## src/rtl/random_param_gen.sv

```systemverilog
`default_nettype none
// ============================================================================
//  Module   : random_param_gen
//  Purpose  : Supplies a random run time and turn angle to the motion-decision
//             FSM. A free-running 16-bit Galois LFSR is rejection-sampled into
//             RandomTime (TIME_MIN..TIME_MAX) and RandomAngle (0..ANGLE_MAX).
//             The pair is drawn ahead of time and held stable until consumed
//             by RandomLoad, then a fresh pair is drawn.
//  Ports    : clk          in   1       system clock, rising edge
//             rst          in   1       asynchronous reset, ACTIVE-LOW
//             RandomLoad   in   1       consume strobe
//             RandomTime   out  10      drawn run time
//             RandomAngle  out  10      drawn turn angle
//             rand_valid   out  1       outputs hold a fresh, unconsumed pair
//             rand_overrun out  1       sticky: RandomLoad seen while not valid
//             seed_load    in   1       (RANDOM_SEED_LOAD_EN only) reseed strobe
//             seed_in      in   LFSR_W  (RANDOM_SEED_LOAD_EN only) new seed
//  Options  : define RANDOM_SEED_LOAD_EN to add the run-time reseed ports.
//  Revision : 1.0  initial release
// ============================================================================
module random_param_gen #(
    parameter int                LFSR_W    = 16,
    parameter logic [LFSR_W-1:0] SEED      = 16'hACE1,
    parameter logic [9:0]        TIME_MIN  = 10'd8,
    parameter logic [9:0]        TIME_MAX  = 10'd1000,
    parameter logic [9:0]        ANGLE_MAX = 10'd359,
    parameter int                MAX_TRIES = 8
) (
    input  logic              clk,
    input  logic              rst,
`ifdef RANDOM_SEED_LOAD_EN
    input  logic              seed_load,
    input  logic [LFSR_W-1:0] seed_in,
`endif
    input  logic              RandomLoad,
    output logic [9:0]        RandomTime,
    output logic [9:0]        RandomAngle,
    output logic              rand_valid,
    output logic              rand_overrun
);

    localparam int                c_TRIES_W  = (MAX_TRIES > 1) ? $clog2(MAX_TRIES) : 1;
    // Galois feedback mask for x^16+x^14+x^13+x^11+1 (right-shifting form).
    localparam logic [LFSR_W-1:0] c_TAP_MASK = LFSR_W'(16'hB400);
    localparam logic [c_TRIES_W-1:0] c_LAST_TRY = c_TRIES_W'(MAX_TRIES - 1);

    typedef enum logic [1:0] {
        ST_DRAW_T = 2'd0,
        ST_DRAW_A = 2'd1,
        ST_READY  = 2'd2
    } state_t;

    state_t                 r_state_q,   w_state_d;
    logic [LFSR_W-1:0]      r_lfsr_q,    w_lfsr_d;
    logic [c_TRIES_W-1:0]   r_tries_q,   w_tries_d;
    logic [9:0]             r_time_q,    w_time_d;
    logic [9:0]             r_angle_q,   w_angle_d;
    logic                   r_valid_q,   w_valid_d;
    logic                   r_overrun_q, w_overrun_d;

    logic [9:0]             w_sample;
    logic [LFSR_W-1:0]      w_lfsr_adv;
    logic                   w_last_try;

    always_comb begin
        // The sample is the register value before this cycle's advance.
        w_sample   = r_lfsr_q[9:0];
        // An all-zero LFSR is the lock-up state; recover by reloading SEED.
        if (r_lfsr_q == '0) begin
            w_lfsr_adv = SEED;
        end else begin
            w_lfsr_adv = {1'b0, r_lfsr_q[LFSR_W-1:1]} ^ (r_lfsr_q[0] ? c_TAP_MASK : '0);
        end
        w_last_try = (r_tries_q == c_LAST_TRY);

        w_lfsr_d    = w_lfsr_adv;
        w_state_d   = r_state_q;
        w_tries_d   = r_tries_q;
        w_time_d    = r_time_q;
        w_angle_d   = r_angle_q;
        w_valid_d   = r_valid_q;
        w_overrun_d = r_overrun_q;

        case (r_state_q)
            ST_DRAW_T: begin
                if ((w_sample >= TIME_MIN) && (w_sample <= TIME_MAX)) begin
                    w_time_d  = w_sample;
                    w_tries_d = '0;
                    w_state_d = ST_DRAW_A;
                end else if (w_last_try) begin
                    // Out of attempts: clamp to the nearer bound of the last sample.
                    w_time_d  = (w_sample < TIME_MIN) ? TIME_MIN : TIME_MAX;
                    w_tries_d = '0;
                    w_state_d = ST_DRAW_A;
                end else begin
                    w_tries_d = r_tries_q + 1'b1;
                end
            end
            ST_DRAW_A: begin
                if (w_sample <= ANGLE_MAX) begin
                    w_angle_d = w_sample;
                    w_tries_d = '0;
                    w_valid_d = 1'b1;
                    w_state_d = ST_READY;
                end else if (w_last_try) begin
                    w_angle_d = ANGLE_MAX;
                    w_tries_d = '0;
                    w_valid_d = 1'b1;
                    w_state_d = ST_READY;
                end else begin
                    w_tries_d = r_tries_q + 1'b1;
                end
            end
            ST_READY: begin
                // Outputs keep the consumed pair; they change only when the
                // next time sample is accepted.
                if (RandomLoad) begin
                    w_valid_d = 1'b0;
                    w_state_d = ST_DRAW_T;
                end
            end
            default: begin
                w_tries_d = '0;
                w_valid_d = 1'b0;
                w_state_d = ST_DRAW_T;
            end
        endcase

        // A consume request with nothing ready is flagged and otherwise ignored.
        if (RandomLoad && !r_valid_q) begin
            w_overrun_d = 1'b1;
        end

`ifdef RANDOM_SEED_LOAD_EN
        // Reseed overrides everything, including a simultaneous RandomLoad.
        if (seed_load) begin
            w_lfsr_d    = (seed_in == '0) ? SEED : seed_in;
            w_valid_d   = 1'b0;
            w_state_d   = ST_DRAW_T;
            w_tries_d   = '0;
            w_time_d    = r_time_q;
            w_angle_d   = r_angle_q;
            w_overrun_d = r_overrun_q;
        end
`endif
    end

    // rst is active-low and asynchronous.
    always_ff @(posedge clk or negedge rst) begin
        if (!rst) begin
            r_lfsr_q    <= SEED;
            r_state_q   <= ST_DRAW_T;
            r_tries_q   <= '0;
            r_time_q    <= TIME_MIN;
            r_angle_q   <= '0;
            r_valid_q   <= 1'b0;
            r_overrun_q <= 1'b0;
        end else begin
            r_lfsr_q    <= w_lfsr_d;
            r_state_q   <= w_state_d;
            r_tries_q   <= w_tries_d;
            r_time_q    <= w_time_d;
            r_angle_q   <= w_angle_d;
            r_valid_q   <= w_valid_d;
            r_overrun_q <= w_overrun_d;
        end
    end

    assign RandomTime   = r_time_q;
    assign RandomAngle  = r_angle_q;
    assign rand_valid   = r_valid_q;
    assign rand_overrun = r_overrun_q;

endmodule
`default_nettype wire

```

## config.mk

```make
export PLATFORM = sky130hd
export DESIGN_NAME = random_param_gen
export DESIGN_NICKNAME = d
export VERILOG_FILES = /design/src/rtl/random_param_gen.sv
export SDC_FILE = /design/constraint.sdc
export NUM_CORES = 1
export LEC_CHECK = 0
export CAP_MARGIN = 20
export CORE_AREA = 2 2 62 64
export DETAILED_ROUTE_END_ITERATION = 8
export DIE_AREA = 0 0 64 66
export MAX_ROUTING_LAYER = met4
export PLACE_DENSITY = 0.86
export SYNTH_ARGS = -nofsm -noshare
export SYNTH_HDL_FRONTEND = slang
export SYNTH_SLANG_ARGS = --single-unit
export TNS_END_PERCENT = 100
```

## constraint.sdc

```tcl
create_clock -name clk -period 1.93 [get_ports clk]
set_input_delay 0.386 -clock clk [delete_from_list [all_inputs] [get_ports clk]]
set_output_delay 0.386 -clock clk [all_outputs]
set_load 0.02 [all_outputs]
```

After elaboration in Yosys (flattened, before gate mapping):

Cells that the tools add are included.
W data, S select, Z words.

* word-level logic and storage cells: 52
* output and inout bits: 22
* input bits: 3
* register bits: 43

* add/sub/neg operators: 1
* multiplexer cells: 21
* $lt $le $gt $ge: 4
* equality and inequality tests: 6
* reductions and logical operators: 11
* bitwise logic cells: 2

Operators with widths (count)
* $mux W10: 5
* $mux W16: 2
* $logic_not A16 Y1: 1
* $xor A15 B16 Y16: 1
* $ge A10 B4 Y1 const B: 1
* $le A10 B10 Y1 const B: 1
* $le A10 B9 Y1 const B: 1
* $lt A10 B4 Y1 const B: 1
* $mux W2: 5
* $mux W3: 3
* $pmux W3 S3: 1
* $ne A3 B3 Y1 const B: 2
* $pmux W2 S3: 1
* $reduce_and A3 Y1: 2
* $reduce_and A2 Y1: 2
* $reduce_bool A2 Y1: 2
* $add A3 B1 Y3 const B: 1
* $eq A3 B3 Y1 const B: 1
* $mux W1: 3
* $pmux W1 S3: 1
* $eq A2 B1 Y1 const B: 1
* $eq A2 B2 Y1 const B: 1
* $logic_and A1 B1 Y1: 2
* $logic_not A2 Y1: 1
* 3 further kinds: 3

Depth between registers and ports, before layout:

* depth after elaboration: 4
* mapped depth: 6
* gate-level depth less buffers: 5

Worst setup path after synthesis:

Ideal clock, no wire load.

* kind: register -> register
* from: reg r_lfsr_q[0]
* to: reg r_time_q[5] (netlist: RandomTime[5])
* setup slack: 0.196 ns
* clock period less this slack: 1.734 ns
* library setup time: 0.125 ns
* cell stages (with the launch flop): 7
* arrival: 1.609 ns
* data required time: 1.805 ns
* cells stage by stage: dfstp_2 -> buf_6 -> nor4_4 -> a211oi_1 -> a21o_1 -> buf_6 -> mux2_4

* word-level cells in the longest chain between the ends: 4
* elaborated cells between the ends (all ways): 9
* classes of those cells: 3 x order compare; 3 x mux; 3 x reduce/logical

RTL lines
* start, declared: line 54 `logic [LFSR_W-1:0] r_lfsr_q, w_lfsr_d;`
* start signal, assigned: line 159 `r_lfsr_q <= w_lfsr_d;`
* $lt A10 B4 Y1, or another cell as far along: line 92 `w_time_d = (w_sample < TIME_MIN) ? TIME_MIN : TIME_MAX;`
* $mux W10 or $logic_and A1 B1 Y1 (tied branches): line 92, 86
* $mux W10 or $reduce_bool A2 Y1 (tied branches)
* $mux W10 or $reduce_and A2 Y1 (tied branches)
* end signal, assigned: line 162 `r_time_q <= w_time_d;`
* end, declared: line 56 `logic [9:0] r_time_q, w_time_d;`

Several ways; a longest one is shown, not always the timed one. The select of a mux whose other input is x is not followed.
A chain may end at the register's enable or synchronous reset.

Worst setup path after layout:

* from: reg r_time_q[3] (netlist: RandomTime[3])
* to: out RandomTime[3]

RTL lines
* end, declared: line 36 `output logic [9:0] RandomTime,`

No word-level cell between the ends.

==> run_results.csv <==
group,metric,value,unit
cells_and_area,final_util,0.613,
detailed_routing,vias,1199,
critical_path,crit_slowest_cell,"clkdlybuf4s50_1",
logic_synthesis,ys_ff_latch,43,
power_and_ir_drop,power_density,1460,nW/um^2
global_route,antenna_found_initial,0,
detailed_routing,first_iter_violations,106,
clock_tree,tritoncts,"done",
sta,slew_headroom,0.654,
logic_synthesis,synth_edf_count,0,
floorplanning,core,3550,sq um
logic_synthesis,postSynthAreaPerCell,12.8,sq um
floorplanning,row_count,22,
critical_path,crit_fanout,2,
placement,dp_hpwl,2.57,mm
critical_path,worstSetupPathType,"register to output pin",
clock_tree,path_clk_slew,0.13,ns
critical_path,crit_buf_inv,1,
floorplanning,die_y,66,um
sta,fin_setup_tns,0,ns
sta,rsz0062_at_grt,"no",
detailed_routing,vias_per_cell,5.50,
cells_and_area,area.sequential,1090,sq um
global_route,grt_usage,0.198,
clock_tree,cts_root_buffer,"clkbuf_4",
global_route,grt_pass1_vias,1298,
global_route,grt_max_degree,44,
sta,skew,0.0151,ns
sta,hold_viol,0,
global_route,grt_pass1_wl,6.15,mm
sta,slew_viol_final,0,
clock_tree,htreeDepth,2,
power_and_ir_drop,peakVddDrop,0.881,mV
cells_and_area,antenna_cells,0,
logic_synthesis,synth_cell_types,38,
cells_and_area,stdcell_count,218,
detailed_routing,routed_wl,3.71,mm
job,maxCapViolations,0,
cells_and_area,fillers,276,
logic_synthesis,synth_fp_nets,146,
floorplanning,die_w,64,um
logic_synthesis,syn_inst,141,
clock_tree,numCtsBuffers,5,
critical_path,end_kind,"output pin",
placement,port_buffers,24,
clock_tree,insertion_delay,0.36,ns
critical_path,crit_family,"buffers and inverters",
critical_path,cpPeakStageDelay,0.59,ns
status,status,"finished clean",
sta,setup-violations-final,0,
clock_tree,postCtsHoldBufs,0,
placement,gp_congestion,0.903,
logic_synthesis,synth_top_cell_area_share,0.473,
detailed_routing,dr.pass1.iters,4,
logic_synthesis,ys_warn_count,0,
placement,place_inst,210,
clock_tree,cts_sinks,43,
detailed_routing,drtAntennaViolNets,0,
detailed_routing,wl_per_cell,17.0,um
cells_and_area,layout-drive-gt1-share,0.224,
logic_synthesis,synth_area_leaders,"dfrtp_1, dfstp_2, mux2_4",
floorplanning,start_util,0.506,
critical_path,worstPathRequired,1.54,ns
worst_hold_path,hold_path.class,"input pin to asynchronous set/reset pin",
floorplanning,die_area,4220,sq um
cells_and_area,final_nets,174,
critical_path,crit_path_start_kind,"register",
logic_synthesis,synth-async-reset-ratio,1.00,
logic_synthesis,ys.flop_type,"dfrtp_1",
logic_synthesis,synth_top_area_cell,"dfrtp_1",
sta,clock.fmax,533,MHz
sta,min_period,1.87,ns
logic_synthesis,syn_area,1800,sq um
detailed_routing,drcViolationCount,0,
clock_tree,clock_path_buffers,2,
critical_path,arrival,1.49,ns
sta,fin_crit_sh,0.971,
logic_synthesis,ys_seq_area_frac,0.605,
global_route,grt_overflow,0,
power_and_ir_drop,leakage,0.937,nW
cells_and_area,multi_input_area,618,sq um
cells_and_area,area_delta_synth_final,21.1,%
sta,worst_pin_slew,0.519,ns
floorplanning,io_pins,25,
critical_path,crit_chain,"clkdlybuf4s50_1",
-- final timing paths --
check | slack [ns] | cells after the start | endpoint | from
worst max-delay path | 0.06 | 1 | RandomTime[3] | RandomTime[3]
worst min-delay path | 0.08 | 2 | r_tries_q[0] | rst
worst max register to register | 0.16 | 5 | RandomTime[5] | r_tries_q[0]
worst min register to register | 0.40 | 0 | r_lfsr_q[9] | r_lfsr_q[10]
max in group asynchronous | 1.48 | 2 | RandomTime[3] | rst
min in group clk | 0.40 | 0 | r_lfsr_q[9] | r_lfsr_q[10]
-- power breakdown --
| part | switching, W | total, W | internal [W] | leakage (nW) |
|---|---|---|---|---|
| sequential | 0.000166 | 0.00132 | 0.00115 | 0.478 |
| clock | 0.000282 | 0.000588 | 0.000306 | 0.0482 |
| combinational | 0.000601 | 0.00126 | 0.000663 | 0.410 |
-- synthesized netlist by cell type, types with 3 or more instances --
| library cell | instances |
|---|---|
| dfrtp_1 | 34 |
| dfstp_2 | 9 |
| clkbuf_1 | 8 |
| inv_1 | 8 |
| or2_1 | 7 |
| a22o_1 | 6 |
| mux2_4 | 5 |
| nor2_1 | 5 |
| a21oi_1 | 4 |
| nand2_1 | 4 |
| nand2b_1 | 4 |
| o22a_1 | 4 |
| a21o_1 | 3 |
| buf_6 | 3 |
| nand4_1 | 3 |
| nor3_1 | 3 |
| o211ai_1 | 3 |
-- sequential cells by signal (all words and copies together), names as in the netlist --
signal / count
r_lfsr_q: 16
RandomAngle: 10
RandomTime: 10
r_tries_q: 3
r_state_q: 2
rand_overrun: 1
rand_valid: 1
-- placed cells by master, fill, tap and decap left out, types with 2 or more instances in the layout --
master	netlist	layout
o21ai_0	2	2
dfrtp_1	34	34
nand3_1	2	2
o22a_1	4	4
a21oi_1	4	4
xnor2_1	2	2
nor4_2	2	2
mux2_4	5	5
a2bb2oi_1	2	2
buf_4	0	8
clkbuf_4	0	5
inv_1	8	8
a22o_1	6	6
clkdlybuf4s50_1	0	23
dfstp_2	9	9
nand2_1	4	4
nand2b_1	4	4
nand4_1	3	3
nor2b_1	2	2
nor3_1	3	3
ha_1	2	2
a21o_1	3	2
or2_1	7	7
o211ai_1	3	3
nor2_1	5	5
-- final cells by class --
type                    instances  share of cell area
clock inverters                 2              0.0161
repair buffers                 32               0.136
multi-input cells              79               0.284
inverters                       8              0.0138
well taps                      48              0.0276
flip-flops and latches         43               0.499
clock buffers                   6              0.0236
-- stage by stage --
stage	hold WS [ns]	area [sq um]	worst slack [ns]	total power, W
floorplan	0.0904	1800	0.196	0.00204
global placement	0.392	2090	0.160	0.00255
detailed placement	0.398	2090	0.107	0.00260
CTS	0.0801	2180	0.0361	0.00320
global route	0.118	2180	0.0175	0.00334
finish	0.0770	2180	0.0555	0.00317
-- metal layers --
layer / routed length (um) / GRT usage / share of wire / vias up
li1: - / - / - / 552
met1: 1650 / 0.251 / 0.44 / 596
met2: 1790 / 0.309 / 0.48 / 43
met3: 208 / 0.0528 / 0.056 / 8
met4: 59 / 0.0734 / 0.016 / 0
met5: 0 / - / 0 / -
-- what timing repair did --
item	CTS	global route
endpoints found under the hold margin	0	0
gates resized for setup	0	1
setup endpoints to repair	0	5
buffers inserted	0	0
-- cell families (layout without fill, tap and decap cells) --
group,after synthesis,in the layout,synth area share
compound gates,32,32,0.144
xor+xnor,3,3,0.0146
fa+ha+maj,2,2,0.0139
buf+inv,19,48,0.0522
flops,43,43,0.605
mux,5,5,0.0418
simple gates,37,37,0.129
No activity file was read; power rests on OpenSTA's default activity.
